**src/rtl/wb_result_arbiter.sv**
```systemverilog
// Writeback result arbiter: buffers single-cycle FU results in per-FU FIFOs and
// round-robins them onto one registered result bus toward the ROB.
`ifndef ROB_QUEUE_BITS
`define ROB_QUEUE_BITS 6
`endif

module wb_result_arbiter #(
  parameter int NUM_FU     = 4,
  parameter int FIFO_DEPTH = 4,
  parameter int UID_W      = `ROB_QUEUE_BITS
) (
  input  logic                    clk,
  input  logic                    rst,
  input  logic [NUM_FU-1:0]       in_valid,
  input  logic [NUM_FU*UID_W-1:0] in_uid,
  input  logic [NUM_FU*16-1:0]    in_val,
  input  logic [NUM_FU*18-1:0]    in_loc,
  output logic [NUM_FU-1:0]       fu_stall,
  input  logic                    rob_ready,
  output logic                    cdb_valid,
  output logic [UID_W-1:0]        cdb_uid,
  output logic [15:0]             cdb_val,
  output logic [17:0]             cdb_loc,
  output logic                    cdb_is_reg,
  output logic                    overflow_err
);

  localparam int AW = $clog2(FIFO_DEPTH);
  localparam int PW = AW + 1;
  localparam int FW = (NUM_FU > 1) ? $clog2(NUM_FU) : 1;
  localparam int EW = UID_W + 16 + 18;

  typedef logic [EW-1:0] entry_t;

  entry_t            mem    [NUM_FU][FIFO_DEPTH];
  logic [PW-1:0]     wr_ptr [NUM_FU];
  logic [PW-1:0]     rd_ptr [NUM_FU];
  logic [PW-1:0]     cnt_next [NUM_FU];
  logic [FW-1:0]     rr_ptr;
  logic [NUM_FU-1:0] empty;
  logic [NUM_FU-1:0] full;
  logic [NUM_FU-1:0] pop;
  logic [NUM_FU-1:0] push;
  logic [NUM_FU-1:0] stall_next;
  logic              load;
  logic              found;
  logic              drop_any;
  logic [FW-1:0]     grant;
  logic [FW-1:0]     scan_idx;
  logic [FW:0]       scan_sum;
  entry_t            head;

  always_comb begin
    empty = '0;
    full  = '0;
    for (int i = 0; i < NUM_FU; i++) begin
      empty[i] = (wr_ptr[i] == rd_ptr[i]);
      full[i]  = (wr_ptr[i][AW-1:0] == rd_ptr[i][AW-1:0]) &&
                 (wr_ptr[i][AW] != rd_ptr[i][AW]);
    end
  end

  // Scan from rr_ptr upward, wrapping, using only start-of-cycle FIFO state.
  always_comb begin
    found    = 1'b0;
    grant    = '0;
    scan_sum = '0;
    scan_idx = '0;
    for (int k = 0; k < NUM_FU; k++) begin
      scan_sum = {1'b0, rr_ptr} + (FW+1)'(k);
      if (scan_sum >= (FW+1)'(NUM_FU))
        scan_sum = scan_sum - (FW+1)'(NUM_FU);
      scan_idx = scan_sum[FW-1:0];
      if (!found && !empty[scan_idx]) begin
        found = 1'b1;
        grant = scan_idx;
      end
    end
  end

  assign load = !cdb_valid || rob_ready;
  assign head = mem[grant][rd_ptr[grant][AW-1:0]];

  // A full FIFO still accepts a push when it is being popped in the same cycle.
  always_comb begin
    pop        = '0;
    push       = '0;
    stall_next = '0;
    for (int i = 0; i < NUM_FU; i++) begin
      pop[i]  = load && found && (grant == FW'(i));
      push[i] = in_valid[i] && (!full[i] || pop[i]);
      cnt_next[i] = (wr_ptr[i] - rd_ptr[i]) + PW'(push[i]) - PW'(pop[i]);
      stall_next[i] = (cnt_next[i] >= PW'(FIFO_DEPTH - 1));
    end
  end

  assign drop_any = |(in_valid & full & ~pop);

  always_ff @(posedge clk) begin
    for (int i = 0; i < NUM_FU; i++) begin
      if (push[i])
        mem[i][wr_ptr[i][AW-1:0]] <= {in_uid[i*UID_W +: UID_W],
                                      in_val[i*16 +: 16],
                                      in_loc[i*18 +: 18]};
    end
  end

  always_ff @(posedge clk or posedge rst) begin
    if (rst) begin
      for (int i = 0; i < NUM_FU; i++) begin
        wr_ptr[i] <= '0;
        rd_ptr[i] <= '0;
      end
      rr_ptr       <= '0;
      fu_stall     <= '0;
      cdb_valid    <= 1'b0;
      cdb_uid      <= '0;
      cdb_val      <= '0;
      cdb_loc      <= '0;
      cdb_is_reg   <= 1'b0;
      overflow_err <= 1'b0;
    end else begin
      for (int i = 0; i < NUM_FU; i++) begin
        if (push[i])
          wr_ptr[i] <= wr_ptr[i] + PW'(1);
        if (pop[i])
          rd_ptr[i] <= rd_ptr[i] + PW'(1);
      end
      fu_stall <= stall_next;
      if (drop_any)
        overflow_err <= 1'b1;
      if (load) begin
        if (found) begin
          cdb_valid  <= 1'b1;
          {cdb_uid, cdb_val, cdb_loc} <= head;
          cdb_is_reg <= (head[17:16] == 2'b00);
          rr_ptr     <= (grant == FW'(NUM_FU - 1)) ? '0 : grant + FW'(1);
        end else begin
          cdb_valid <= 1'b0;
        end
      end
    end
  end

endmodule

```
**config.mk**
```make
export PLATFORM = sky130hd
export DESIGN_NAME = wb_result_arbiter
export DESIGN_NICKNAME = d
export VERILOG_FILES = /design/src/rtl/wb_result_arbiter.sv
export SDC_FILE = /design/constraint.sdc
export NUM_CORES = 1
export LEC_CHECK = 0
export CAP_MARGIN = 20
export CORE_UTILIZATION = 30
export DETAILED_ROUTE_END_ITERATION = 10
export HOLD_SLACK_MARGIN = 0.06
export REMOVE_ABC_BUFFERS = 1
export SLEW_MARGIN = 30
export SYNTH_ARGS = -nofsm -noshare
export SYNTH_HDL_FRONTEND = slang
export SYNTH_SLANG_ARGS = --single-unit
```
**constraint.sdc**
```tcl
create_clock -name clk -period 4.4 [get_ports clk]
set_input_delay 0.44 -clock clk [delete_from_list [all_inputs] [get_ports clk]]
set_output_delay 0.44 -clock clk [all_outputs]
set_load 0.01 [all_outputs]
```
== After elaboration in Yosys (flattened, before gate mapping) ==
Memory sizes are Yosys's and may differ from the RTL's.
Cells that the tools add are included.

* Add/sub/neg operators: 28
* Order comparisons: 22
* Eq/ne operators: 15
* Muxes and demuxes: 44
* Bitwise gates (word level): 9
* Reductions and logical operators: 39

{| class="wikitable"
|+ Operators by type and width
! operator !! count
|-
| 160-bit two-way mux || 4
|-
| 40-bit demux with 2-bit select || 4
|-
| 40-bit two-way mux || 6
|-
| 40-bit binary-select mux with 2-bit select || 1
|-
| 3-bit >= comparator (second input constant) || 9
|-
| 3-bit by 1-bit adder with 3-bit output (second input constant) || 8
|-
| 2-bit two-way mux || 11
|-
| 1-bit logical AND || 20
|-
| 2-bit NOT with 3-bit output || 6
|-
| 1-bit two-way mux || 13
|-
| 3-bit by 1-bit adder with 3-bit output || 4
|-
| 3-bit == test || 4
|-
| 3-bit by 2-bit >= comparator with 1-bit output (second input constant) || 4
|-
| 2-bit by 3-bit < comparator with 1-bit output (second input constant) || 4
|-
| 3-bit by 1-bit < comparator with 1-bit output (second input constant) || 4
|-
| 3-bit by 1-bit subtractor with 3-bit output || 4
|-
| 3-bit subtractor || 4
|-
| 1-bit logical NOT || 10
|-
| 4-bit bitwise AND || 2
|-
| 1-bit binary-select mux with 2-bit select || 4
|-
| 2-bit == test || 4
|-
| 2-bit by 1-bit subtractor with 2-bit output (second input constant) || 4
|-
| 2-bit by 2-bit adder with 3-bit output (second input constant) || 2
|-
| 3-bit binary-select mux with 2-bit select || 1
|-
| other kinds (11) || 20
|}

* Bits in registers: 73
* RAM bits: 640
* Bits of input ports: 167
* Logic and storage cells: 174
* Memories kept: 1

{| class="wikitable"
|+ Memories
! memory !! depth !! bits a word !! read ports !! clocked after Yosys merged registers in !! wr ports !! RTL line !! RTL
|-
| mem || 4 || 160 || 1 || 0 || 4 || 35 || <nowiki>entry_t mem [NUM_FU][FIFO_DEPTH];</nowiki>
|}

== Longest topological paths before layout ==
* Depth after elaboration: 23
* Gate-level depth with buffers: 19

== Worst setup path before layout ==
Ideal clock, no wire load.

* Kind: register -> register
* Start point: reg wr_ptr[9] (netlist bit)
* End point: mem mem[1][0] (netlist bit) (enable)
* Arrival: 3.983 ns
* Data required time: 3.997 ns
* Setup slack: 0.015 ns
* Stages on the path, launching flop included: 13
* Clock period less this slack: 4.385 ns
* Cell sequence: dfrtp_1 xor2_2 nor4_1 o22ai_2 nor2_4 clkbuf_1 buf_1 ha_1 nand2_1 and3_1 nor2b_1 clkbuf_1 and2_1

{| class="wikitable"
|+ RTL lines
! item !! RTL line !! RTL
|-
| from (decl) || 36 || <nowiki>logic [PW-1:0] wr_ptr [NUM_FU];</nowiki>
|-
| from (signal, indexed assignment) || 125 || <nowiki>wr_ptr[i] <= wr_ptr[i] + PW'(1);</nowiki>
|-
| to (decl) || 35 ||
|}

==> key figures <==
Outcome
  • Status: finished clean

Route
  • Starting DRT DRC Count: 2,013
  • WL final: 93,000 um
  • Residual DRC count: 0
  • Via count: roughly 19,000
  • DRT Pass-1 Iters: 6
  • Wirelength per Cell: 25.9 um
  • Final ANT Viol Nets: 0
  • Via density: 5.36

Global routing
  • Grt met2 use: between 20% and 30%
  • GR Util met3: between 3 and 4%
  • Vias in the first global route: 19,000
  • Wire length of the first global-routing pass: 133,000 um
  • Met1 usage: 25.4%
  • Grt peak-use layer: met2
  • Congestion Overflow GR: 0
  • Largest net degree at the start of global routing: 186
  • Total Routing Usage GR: a little under a fifth
  • Initial antenna violation count: 19

Yosys
  • Largest family of logic cells by synthesized area: simple AND/OR/NAND/NOR gates
  • Synth top area share: 66.4%
  • Mux share of post-synthesis cell area: less than 1%
  • Most used flip-flop cell after synthesis: edfxtp_1
  • Adder-cell share of the synthesized area: 1.94%
  • Post-synthesis sequential area ratio: about 73%
  • EDFF count, synth: 640
  • Mapped Area: 28,900 um2
  • XOR/XNOR share of the synthesized area: 1.22%
  • Synthesized-area fraction occupied by and/or/nand/nor cells: 10.9%
  • Asr flop ratio synth: 10.2%
  • Area leader, netlist: edfxtp_1
  • Synth Register Bits: 713
  • Unique masters post-synth: 60
  • Synth warn: 0
  • Top cells by area, synth: edfxtp_1, dfrtp_1, nand2_1
  • Syn Inst Count: 2,071
  • Post-Syn Area per Cell: 14.0 um2
  • Compound-cell area share of the yosys netlist: 10.6%

Place
  • GPL Wtd Cong: 0.847
  • Buffers on Ports: 213
  • Worst slack, placed: roughly 180 ps
  • Detailed placement HPWL: 56,000 um

Timing
  • Final Critical Period: between 4000 and 5000 ps
  • Final Cycle Share: 94.0%
  • Clk_skew: 23.6 ps
  • Fmax: 242 MHz
  • Worst rel slew slack: between 30% and 40%
  • Final Setup Violations: 0
  • Hold slack: around 350 ps
  • Slew @ Worst Pin: 990 ps
  • Final WS setup: 263 ps
  • Final number of hold-violating endpoints: 0
  • Slew Limit Fails: 0
  • Unrepaired setup endpoints after global routing: no

Clocking
  • Max Root-Sink Buffers: 3
  • Hold buffers post-CTS: 0
  • CTS buffer count: between 70 and 80
  • Register clock-pin slew on the reported worst setup and hold paths: 60 ps
  • Root Driver: clkbuf_16
  • Setup Fix Bufs, Post-CTS: 0
  • CTS H-Tree Depth: 3
  • CTS tree: yes
  • # clock sinks: slightly above 700
  • Clock latency on the worst-skew pair: 620 ps

Critical path
  • WS Path Type: reg2reg
  • CP endpoint kind: register
  • Slowest-stage cell, CP: xnor2_1
  • Max stage delay on crit path: 490 ps
  • Crit path max fanout: 34
  • CP cell instances: xnor2_1 -> a31oi_1 -> a311oi_2 -> nor2_4 -> inv_8 -> ha_1 -> nand2_1 -> and3_1 -> nor2b_2 -> and2_4 -> buf_4
  • Worst setup SP type: register
  • Critical Path RT: 4700 ps
  • Worst Path Arrival: 4440 ps

Finish
  • Utilization after layout: 37.1%
  • Max reg flops: 640
  • Share of layout cells above drive strength 1: 9.42%
  • Area growth syn-to-layout: 22.3%
  • Final nets: 2,475

Die
  • Die width: 313 um
  • Initial Util: between 30 and 40%
  • Core Box Area: 95,300 um2
  • Row count: 113
  • Die area: 97,700 um2
  • Die Span Y: 313 um
  • Num ports: around 210

Job
  • MaxCap Viol Count: 0

Worst hold path
  • Min-Delay Path Class: in2async
[layout by cell type, fill, tap and decap left out, types with 6 or more instances in the layout]
cell	instances
edfxtp_1	640
nand2_1	448
clkdlybuf4s50_1	213
and3_1	122
a211oi_1	117
a311oi_1	115
nand3_1	89
clkbuf_16	77
dfrtp_1	73
a31oi_1	42
o211ai_1	39
buf_4	33
ha_1	32
o21ai_0	29
xnor2_1	22
o21ai_1	22
buf_12	21
inv_1	16
and2_4	16
clkinv_2	16
clkbuf_1	14
xor2_1	9
bufinv_16	9
fa_1	8
clkinv_1	8
a32oi_1	7
a21oi_1	6
[path summary, 6_finish.rpt]
check | start | end | slack [ps] | cells past startpoint
setup / recovery | wr_ptr[4] | mem[0][18] | 260 | 11
hold / removal | rst | fu_stall[2] | 350 | 2
setup reg to reg | wr_ptr[4] | mem[0][18] | 260 | 11
hold reg to reg | rd_ptr[8] | rd_ptr[8] | 500 | 1
max in group asynchronous | rst | cdb_val[3] | 3170 | 3
min in group clk | in_uid[19] | mem[3][35] | 460 | 1
[stage by stage]
stage,instance area (um2),instances,TNS [ps]
2_1_floorplan,28300,1920,-3063580
3_3_place_gp,32800,3453,0
3_5_place_dp,32900,3455,0
4_1_cts,35300,3590,0
5_1_grt,35400,3594,0
6_report,35400,3596,0
[area by class of cell]
cell class / count / area, um2
Clock buffer: 96 / 2050
Antenna cell: 5 / 12.5
Tap cell: 1265 / 1580
Inverter: 19 / 83.8
Clock inverter: 39 / 433
Sequential cell: 713 / 21000
Multi-Input combinational cell: 1188 / 7280
Timing Repair Buffer: 271 / 2890
Fill cell: 8959 / 59900
[worst max-delay path: cells and delay by family, from the launching register on]
family | cells | cell delay (ps)
simple gates | 5 | 1410
compound gates | 2 | 700
buf+inv | 2 | 530
fa+ha+maj | 1 | 210
xor+xnor | 1 | 490
flops | 1 | 460
[logic make-up (layout without fill, tap and decap cells)]
group | after synthesis | count (layout)
xor gates and xnor gates | 36 | 36
adders and majority gates | 40 | 40
buffers and inverters | 170 | 425
AOI/OAI and AO/OA | 406 | 406
and+or+nand+nor | 701 | 701
DFF | 713 | 713
other | 0 | 5
muxes | 5 | 5
[per-layer routing]
metal | wire [um] | part of all wire, %
met1 | 39300 | 42
met4 | 2300 | 2.5
met5 | 134 | 0.14
met2 | 43600 | 47
met3 | 7780 | 8.4
[cell usage after synthesis (5+ instances only)]
| cell type | number |
|---|---|
| dfrtp_1 | 73 |
| a211oi_1 | 117 |
| nor2_1 | 6 |
| mux2_2 | 5 |
| edfxtp_1 | 640 |
| o21ai_0 | 29 |
| inv_1 | 17 |
| buf_1 | 16 |
| buf_2 | 26 |
| nand2_1 | 450 |
| and2_1 | 17 |
| o21ai_1 | 22 |
| fa_1 | 8 |
| o211ai_1 | 39 |
| a32oi_1 | 7 |
| clkbuf_1 | 104 |
| nor2b_1 | 6 |
| a311oi_1 | 115 |
| and3_1 | 122 |
| xnor2_1 | 22 |
| a21oi_1 | 6 |
| ha_1 | 32 |
| xor2_1 | 9 |
| nand3_1 | 89 |
| a31oi_1 | 42 |
[timing repair]
action	in CTS	in global routing
gates resized for setup	0	2
endpoints found under the hold margin	0	0
setup endpoints to repair	0	186
Power is left out: the tool's default activity adds up to more than one toggle a clock period on the data nets, which glitch-free logic cannot reach.
